`src/rtl/uart_tx_ctrl.sv`:
```
// UART transmit sequencer: drives load/shift of an external 8-bit TX shift register
// and frames its serial LSB with start and stop bits onto the line.
module uart_tx_ctrl #(
  parameter int CLKS_PER_BIT = 16,
  parameter int STOP_BITS    = 1
) (
  input  logic clk,
  input  logic clr,
  input  logic tx_start,
  input  logic sr_data,
  output logic load,
  output logic shift,
  output logic tx,
  output logic busy,
  output logic done
);

  localparam int CW = (CLKS_PER_BIT > 1) ? $clog2(CLKS_PER_BIT) : 1;
  localparam logic [CW-1:0] CNT_LAST  = CW'(CLKS_PER_BIT - 1);
  localparam logic          LAST_STOP = 1'(STOP_BITS - 1);

  typedef enum logic [1:0] {IDLE, START, DATA, STOP} state_t;

  state_t          state;
  logic [CW-1:0]   cnt;
  logic [2:0]      bit_idx;
  logic            stop_idx;
  logic            bit_end;

  assign bit_end = (cnt == CNT_LAST);
  assign busy    = (state != IDLE);

  // Both strobes are gated by clr so the shift register sees nothing during reset.
  assign load  = ~clr & (state == IDLE) & tx_start;
  assign shift = ~clr & (state == DATA) & bit_end & (bit_idx != 3'd7);

  always_comb begin
    tx = 1'b1;
    case (state)
      START:   tx = 1'b0;
      DATA:    tx = sr_data;
      default: tx = 1'b1;
    endcase
  end

  always_ff @(posedge clk or posedge clr) begin
    if (clr) begin
      state    <= IDLE;
      cnt      <= '0;
      bit_idx  <= '0;
      stop_idx <= 1'b0;
      done     <= 1'b0;
    end else begin
      done <= 1'b0;
      cnt  <= (state == IDLE || bit_end) ? '0 : cnt + 1'b1;
      case (state)
        IDLE: begin
          if (tx_start) state <= START;
        end
        START: begin
          if (bit_end) begin
            state   <= DATA;
            bit_idx <= '0;
          end
        end
        DATA: begin
          // The last data bit is already on sr_data, so no eighth shift.
          if (bit_end) begin
            if (bit_idx == 3'd7) begin
              state    <= STOP;
              stop_idx <= 1'b0;
            end else begin
              bit_idx <= bit_idx + 3'd1;
            end
          end
        end
        STOP: begin
          if (bit_end) begin
            if (stop_idx == LAST_STOP) begin
              state <= IDLE;
              done  <= 1'b1;
            end else begin
              stop_idx <= 1'b1;
            end
          end
        end
        default: state <= IDLE;
      endcase
    end
  end

endmodule

```
`config.mk`:
```
export PLATFORM = sky130hd
export DESIGN_NAME = uart_tx_ctrl
export DESIGN_NICKNAME = d
export VERILOG_FILES = /design/src/rtl/uart_tx_ctrl.sv
export SDC_FILE = /design/constraint.sdc
export NUM_CORES = 1
export LEC_CHECK = 0
export CAP_MARGIN = 15
export CORE_AREA = 2 2 39 41
export DETAILED_ROUTE_END_ITERATION = 12
export DIE_AREA = 0 0 41 43
export PLACE_DENSITY = 0.67
export SKIP_CTS_REPAIR_TIMING = 1
export SYNTH_ARGS = -nofsm -noshare
export SYNTH_HDL_FRONTEND = slang
export SYNTH_SLANG_ARGS = --single-unit
```
`constraint.sdc`:
```
create_clock -name clk -period 1.9 [get_ports clk]
set_input_delay 0.19 -clock clk [delete_from_list [all_inputs] [get_ports clk]]
set_output_delay 0.19 -clock clk [all_outputs]
set_load 0.01 [all_outputs]
```
==> results.ini <==
[clocking]
h-tree-depth = 1
root_buffer = clkbuf_4
cts_made_buffers = 3
path_clk_slew_ns = 0.07
cts.path.max_buffers = 2
cts_tree = yes
cts_num_sinks = 10
worstSkewPairLatency_ns = 0.26

[sta]
tns_ns = 0
rsz0062_at_grt = false
fin_crit_ns = 1.80
worst_slew_pin_slew_ns = 0.359
fin_ws_ns = 0.0992
post-route-period-util_pct = 94.8
whs_ns = 0.264
max_freq_ghz = 0.555
finalHoldViolCount = 0
slew_headroom_pct = 75.7
drv_slew = 0
finalSetupViolCount = 0
fin_skew_ns = 0.00262

[floorplanning]
initial_utilization_pct = 42.9
die_h_um = 43
pin_count = 9
rows = 14
placeableCoreArea_um2 = 1380
die_w_um = 41
dieArea_um2 = 1760

[synthesis]
synth_edf_count = 0
ys_warn_count = 0
synthTopCellsByArea = dfrtp_1, ha_1, nand2_1
synth_top_area_share_pct = 42.2
ys.flop_type = dfrtp_1
syn_nets = 68
yosysMostFrequentCell = dfrtp_1
yosysUniqueCellTypes = 25
ys_ff_latch = 10
async_reset_ff_share_pct = 100
synth.avg_cell_area_um2 = 10.6
syn_inst = 56
ys_seq_area_share_pct = 42.2
syn_area_um2 = 593
synth.largest_area_cell = dfrtp_1
synth_common_cells = dfrtp_1, ha_1, nand2_1

[cells_and_area]
nNetsFinal = 89
final_core_utilization_pct = 58.7
fin_area_um2 = 812
stdcell_count = 92
final_layout_size_suffix_gt1_share_pct = 27.6
n_antenna_cell = 0
areaGrowthSynthToFinish_pct = 36.9

[power_and_ir_drop]
design_power_total_mw = 0.419
p_leak_nw = 0.451
power_density_nw_per_um2 = 516
peakVddDrop_mv = 0.296

[setup_path]
critPathKind = reg -> out
crit_path_max_fanout = 3
worstPathArrival_ns = 1.61
cp-end-kind = output port
worstPathRequired_ns = 1.71
critical_path.startpoint_type = flop

[detailed_routing]
firstDrtPassIters = 4
drc = 0
drtIter0Drc = 4
wl_um = 1180
wl_per_cell_um = 12.8
post_drt_via_cell_ratio = 5.20
ant_nets = 0
routed-via-count = 478

[global_route]
grt_antenna_before_repair = 0
grt_start_max_net_pins = 11
grt_pass1_wl_um = 2060
grt_overflow = 0
grt_pass1_vias = 486
grt_usage_pct = 17.4

[placed_design]
dp_hpwl_um = 896
placed_cell_area_um2 = 748
io_buffers = 8
gp_congestion = 0.751
dp.cells = 87
dp_slack_ns = 0.000283

[status]
outcome = finished clean

[worst_hold_path]
hold_class = in -> async

[job]
drv_cap = 0

-- critical path, stage by stage (launching register included) --
cell and delay [ns]:
dfrtp_1 0.40, ha_1 0.19, ha_1 0.18, nand2b_1 0.16
nor3b_1 0.23, dlymetal6s2s_1 0.19
-- final cells by class --
| cell class | instances | area [µm²] |
|---|---|---|
| multi-input combinational | 40 | 332 |
| inverter | 5 | 18.8 |
| timing repair buffer | 17 | 155 |
| sequential | 10 | 250 |
| tap | 16 | 20.0 |
| fill | 117 | 572 |
| clock buffer | 4 | 36.3 |
-- sequential cells by signal, summed over array words and instances, names as in the netlist --
register	count
state	2
cnt	4
done	1
bit_idx	3
-- layer usage --
metal | track usage (%) | wire length [µm] | vias up
met5 | 0 | 0 | -
met4 | 8.00 | 14 | 0
met3 | 4.71 | 40 | 2
met2 | 24.1 | 528 | 7
met1 | 24.6 | 594 | 230
li1 | - | - | 239
-- report_power, final --
part,internal (mW),total [mW],switching [mW]
Sequential,0.213,0.213,0
Clock,0.116,0.190,0.0740
Combinational,0.00887,0.0163,0.00745
-- final timing paths --
kind | start | endpoint | slack, ns | cells past startpoint
worst max-delay path | bit_idx[1]$_DFFE_PP0P_ | shift | 0.1 | 5
worst min-delay path | clr | state[1]$_DFFE_PP0P_ | 0.26 | 3
worst max register to register | state[0]$_DFFE_PP0P_ | state[1]$_DFFE_PP0P_ | 0.22 | 6
worst min register to register | cnt[0]$_DFF_PP0_ | cnt[0]$_DFF_PP0_ | 0.51 | 1
max in group asynchronous | clr | bit_idx[0]$_DFFE_PP0P_ | 1.49 | 3
min in group clk | cnt[0]$_DFF_PP0_ | cnt[0]$_DFF_PP0_ | 0.51 | 1
-- layout by cell type, fill, tap and decap left out, types with 2 or more instances in the layout --
master,synthesis,final
buf_4,0,9
clkbuf_4,0,3
clkdlybuf4s50_1,0,5
dfrtp_1,10,10
dlymetal6s2s_1,0,3
ha_1,8,7
inv_1,5,3
inv_2,0,2
nand2_1,6,6
nand3_1,3,3
nor2_1,2,2
nor3_1,2,2
nor3b_1,2,2
o211ai_1,2,2
-- cell families (layout without fill, tap and decap cells) --
family | Yosys count | after routing | share of synthesized area (%)
and+or+nand+nor | 20 | 20 | 18.6
xor gates and xnor gates | 1 | 1 | 1.48
AOI/OAI and AO/OA | 9 | 9 | 12.7
DFF | 10 | 10 | 42.2
adders and majority gates | 8 | 8 | 16.9
buffers and inverters | 6 | 26 | 4.01
muxes | 2 | 2 | 4.22
(Power assumes the default switching activity.)
